--- src/rtl/pe.sv ---
// Processing element: two-stage signed multiply-add pipeline with a valid flag.
// Optional ReLU on the result when the PE_RELU_EN macro is defined.
module pe #(
  parameter int DATA_W = 8,
  parameter int ACC_W  = 32
) (
  input  logic              clk,
  input  logic              rst,
  input  logic [DATA_W-1:0] ifmap,
  input  logic [DATA_W-1:0] weight,
  input  logic [ACC_W-1:0]  bias,
  input  logic              en,
  output logic [ACC_W-1:0]  opsum,
  output logic              valid
);

  localparam int PROD_W = 2 * DATA_W;

  logic signed [PROD_W-1:0] ifmap_ext_s;
  logic signed [PROD_W-1:0] weight_ext_s;
  logic signed [PROD_W-1:0] prod_s;
  logic        [PROD_W-1:0] prod_r;
  logic        [ACC_W-1:0]  bias_r;
  logic                     v1_r;
  logic        [ACC_W-1:0]  sum_s;
  logic        [ACC_W-1:0]  res_s;

  // Sign-extend the product to the accumulator width before the bias add.
  function automatic logic [ACC_W-1:0] sext_prod(input logic [PROD_W-1:0] p);
    sext_prod = ACC_W'($signed(p));
  endfunction

  // Full-precision product: operands widened first so (-128)*(-128) survives.
  always_comb begin
    ifmap_ext_s  = {{DATA_W{ifmap[DATA_W-1]}}, ifmap};
    weight_ext_s = {{DATA_W{weight[DATA_W-1]}}, weight};
    prod_s       = ifmap_ext_s * weight_ext_s;
  end

  // Stage 1: capture product and bias when operands are valid.
  always_ff @(posedge clk or negedge rst) begin
    if (!rst) begin
      prod_r <= {PROD_W{1'b0}};
      bias_r <= {ACC_W{1'b0}};
      v1_r   <= 1'b0;
    end else if (en) begin
      prod_r <= prod_s;
      bias_r <= bias;
      v1_r   <= 1'b1;
    end else begin
      v1_r   <= 1'b0;
    end
  end

  // Wrapped sum with optional ReLU clamp of negative results.
  always_comb begin
    sum_s = sext_prod(prod_r) + bias_r;
    res_s = sum_s;
`ifdef PE_RELU_EN
    if (sum_s[ACC_W-1]) begin
      res_s = {ACC_W{1'b0}};
    end else begin
      res_s = sum_s;
    end
`endif
  end

  // Stage 2: registered result; opsum holds through bubbles.
  always_ff @(posedge clk or negedge rst) begin
    if (!rst) begin
      opsum <= {ACC_W{1'b0}};
      valid <= 1'b0;
    end else if (v1_r) begin
      opsum <= res_s;
      valid <= 1'b1;
    end else begin
      valid <= 1'b0;
    end
  end

endmodule

--- config.mk ---
export PLATFORM = sky130hd
export DESIGN_NAME = pe
export DESIGN_NICKNAME = d
export VERILOG_FILES = /design/src/rtl/pe.sv
export SDC_FILE = /design/constraint.sdc
export NUM_CORES = 1
export LEC_CHECK = 0
export CAP_MARGIN = 20
export CORE_MARGIN = 4
export CORE_UTILIZATION = 23
export CTS_CLUSTER_DIAMETER = 120
export DETAILED_ROUTE_END_ITERATION = 8
export DONT_BUFFER_PORTS = 1
export SLEW_MARGIN = 25
export SYNTH_ARGS = -nofsm -noshare
export SYNTH_HDL_FRONTEND = slang
export SYNTH_SLANG_ARGS = --single-unit
--- constraint.sdc ---
create_clock -name clk -period 2.8 [get_ports clk]
set_input_delay 0.56 -clock clk [delete_from_list [all_inputs] [get_ports clk]]
set_output_delay 0.56 -clock clk [all_outputs]
set_load 0.05 [all_outputs]
# == Yosys cells after proc, flatten, opt, wreduce, memory -nomap -nowiden ==
# Index checks and enable logic that the tools add are counted.
# word_totals
register_bits,82
inputBits,51
out_inout_bits,33
elab_cells,9
# classes
add_sub_neg,1
n_mul,1
n_mux,2
# op_table
op,count
32-bit adder,1
8-bit by 8-bit multiplier with 16-bit output,1
1-bit two-way mux,2

# == Logic depth before layout (Yosys ltp) ==
# depth
word_depth,1
mapped_depth,18
depth_no_buf,18

# == Worst setup path after synthesis ==
# OpenSTA, ideal clock, no wires.
# synth_timing
kind,input to register
from,input port ifmap[3]
to,register prod_r[15]
setup_time_ps,125
arrival_time_ps,4400
required_ps,2675
setup_slack_ps,-1725
cell_stages,16
path_buffers,0
cell_sequence,and2_1 fa_1 inv_1 fa_1 inv_1 fa_1 inv_1 fa_1 inv_1 ha_1 a2111oi_0 nor3_1 nor2_1 a21oi_1 xnor2_1 mux2_2
# synth_via
elab_chain_cells,1
# synth_lines
element,line_no,text
start: declaration,9,"input logic [DATA_W-1:0] ifmap,"
8-bit by 8-bit multiplier with 16-bit output,37,prod_s = ifmap_ext_s * weight_ext_s;
end signal: assignment,43,prod_r <= {PROD_W{1'b0}};
end signal: assignment,47,prod_r <= prod_s;
end: declaration,22,logic [PROD_W-1:0] prod_r;
# No other way between the ends.
# A chain may end at the register's enable or synchronous reset.

# == Worst setup path in the final report ==
# layout_timing
from,input port weight[2]
to,register prod_r[15]
# layout_via
elab_chain_cells,1
# layout_lines
element,line_no,text
start: declaration,10,"input logic [DATA_W-1:0] weight,"
8-bit by 8-bit multiplier with 16-bit output,37,
# No other way between the ends.

==> results.cfg <==
[synthesis]
async_reset_ff_share_pct = 100
netlist_instances = 697
synth_seq_cells = 82
synth_edf_count = 0
syn_area_um2 = 7080
syn_area_per_cell_um2 = 10.2
ys_seq_area_share_pct = 29.0
synth_ff_type = dfrtp_1
ys_warn_count = 0
syn_nets = 864
synth_cell_type_count = 58

[final_layout]
final_area_um2 = 8730
final_cells = 1155
ff_latch_area_um2 = 2050
nets = 925
drive_gt1_share_pct = 30.5
synthToLayoutAreaGrowth_pct = 23.3
num-fill-cells = 3122
multi_input_comb_area_um2 = 4990

[sta]
finalHoldViolCount = 0
finClkSkew_ps = 10.3
drv_slew = 0
tightest_slew_ps = 559
max_freq_ghz = 0.253
period_share_pct = 141
hold_ws_ps = 119
setup_ws_ps = -1150
rsz0062_at_grt = yes
finalSetupViolations = 13
fin_crit_ps = 3950
relSlewSlack_pct = 62.7

[setup_path]
r2r_end = opsum[27]
critical_path_class = in2reg
r2r_start = prod_r[15]
path_cells = and2_4 > fa_1 > inv_1 > fa_1 > inv_2 > fa_1 > inv_1 > fa_1 > inv_2 > ha_4 > a2111oi_4 > nor3_2 > nor2_1 > a21oi_1 > xnor2_1 > mux2_4
crit_path_max_incr_delay_ps = 540
cp-end-kind = flip-flop
worstPathRequired_ps = 3030
startpoint_type = input port
worstRegToRegCells = 10
crit_family = adder cells
arrival_ps = 4180
cp_max_fo = 8
r2r_slack_ps = -50
cp_num_buf_inv = 4
cpMostUsedCell = fa_1
cp_slowest_cell = fa_1
cp_num_cells = 16

[drt]
vias = 5128
routed_wl_um = 17000
drt_iter0_markers = 175
dr.pass1.iters = 4
routed_via_density = 4.44
drc = 0
avgRoutedWirePerCell_um = 14.7
drtAntennaViolNets = 0

[global_route]
grt_pass1_vias = 5487
grt_overflow_total = 0
grt_pass1_wl_um = 28500
grt_antenna_before_repair = 8
track_usage_pct = 10.6
grt_max_degree = 83

[die]
die_y_um = 183
coreArea_um2 = 30000
rows = 63
io_pins = 84
start_util_pct = 23.6
dieArea_um2 = 33600
die_x_um = 183

[clocking]
cts_sinks = 82
clk_latency_ps = 350
clk_path_buf_depth = 2
clk_pin_slew_ps = 60
tritoncts = done
htree_levels = 3
cts_root_buf = clkbuf_16
numCtsBuffers = 9

[run_status]
violations = negative setup slack
status = finished, violations left

[placed_design]
post-place-ws_ps = -1530
hpwl_um = 13600
gp_congestion = 0.798
io_buffers = 0
dp.cells = 1131
placed_cell_area_um2 = 8120

[min_path]
hold_path_class = in2async

[power]
leakage_uw = 0.00385
ir_drop_uv = 391
p_per_area_nw_per_um2 = 1140
power_uw = 9970

[job]
cap_violations = 0
-- report_power, final --
| part | total, µW | switching (µW) | internal, µW |
|---|---|---|---|
| Sequential | 2730 | 1160 | 1570 |
| Clock | 1180 | 482 | 694 |
| Combinational | 6060 | 2900 | 3160 |
| Total | 9970 | 4550 | 5420 |
-- cells in the final DEF (no fill, tap or decap), drive strengths merged, types with 2 or more instances in the layout --
master,n
and2,38
nand3,17
or2,3
nand2,44
a21o,9
fa,56
o21ai,23
o211ai,4
nor3,9
ha,60
a31oi,6
clkinv,3
a21oi,29
xnor2,27
o21bai,5
o311ai,3
nand3b,2
mux2,67
inv,104
nor2b,4
nand2b,9
buf,63
o21a,5
clkbuf,12
nor2,31
or3,3
xor2,12
dfrtp,82
diode,2
nand4,3
o41ai,3
a2111oi,3
and3,2
o2111ai,2
o31ai,3
a211oi,6
-- final cells by class --
type	instances	share of cell area, %
flip-flops and latches	82	23.5
repair buffers	63	5.86
diodes	2	0.0573
well taps	390	5.59
clock inverters	4	0.602
multi-input cells	498	57.2
clock buffers	12	2.71
inverters	104	4.47
-- logic make-up (layout without fill, tap and decap cells) --
group                    count (synthesis)  count (layout)  synth area share, %
other                                    0               2                    0
AND/OR/NAND/NOR                        165             165                 11.6
XOR/XNOR                                39              39                 4.83
buffers and inverters                  117             183                 6.44
flip-flops                              82              82                 29.0
multiplexers                            68              68                 10.9
adder cells (fa/ha/maj)                116             116                 26.5
AO/OA/AOI/OAI                          110             110                 10.8
-- how the worst max path moves through the flow --
stage / startpoint / slack [ps] / endpoint
floorplan: weight[2] / -1380 / prod_r[15]
global placement: weight[2] / -1520 / prod_r[15]
detailed placement: weight[2] / -1530 / prod_r[15]
CTS: weight[2] / -1130 / prod_r[15]
global route: weight[2] / -1270 / prod_r[15]
finish: weight[2] / -1150 / prod_r[15]
-- per-stage QoR --
step / setup TNS [ps] / util [%]
2_1_floorplan: -11360 / -
3_3_place_gp: -14000 / 27.1
3_5_place_dp: -14090 / 27.1
4_1_cts: -9200 / 28.6
5_1_grt: -11610 / 29.1
6_report: -9400 / 29.1
-- flip-flops by register name (all words and copies together), names as in the netlist --
register	flops
v1_r	1
bias_r	32
opsum	32
valid	1
prod_r	16
-- layer usage --
layer	vias to the layer above	GRT usage, %	wire, µm
met2	71	17.7	8400
met5	-	0	82
met4	12	2.38	275
met1	2556	12.8	7190
met3	29	4.20	1080
li1	2460	-	-
-- synthesized netlist by cell type, drive strengths merged (7+ instances only) --
cell type	number	area share, %
inv	104	5.5
dfrtp	82	29
o21ai	23	1.7
a21o	9	0.95
a21oi	29	2.2
buf	7	0.58
ha	60	11
and2	38	3.4
nand2	44	2.3
xor2	12	1.5
mux2	67	11
nand2b	9	0.80
fa	56	16
nor2	31	1.7
nor3	9	0.71
xnor2	27	3.3
nand3	17	1.2
-- repair_timing --
action	CTS	global route
resized for setup	24	32
setup endpoints to repair	22	29
endpoints found under the hold margin	82	0
pin swaps	28	24
setup buffers	5	3
hold buffers	1	0
(Power assumes the default switching activity.)
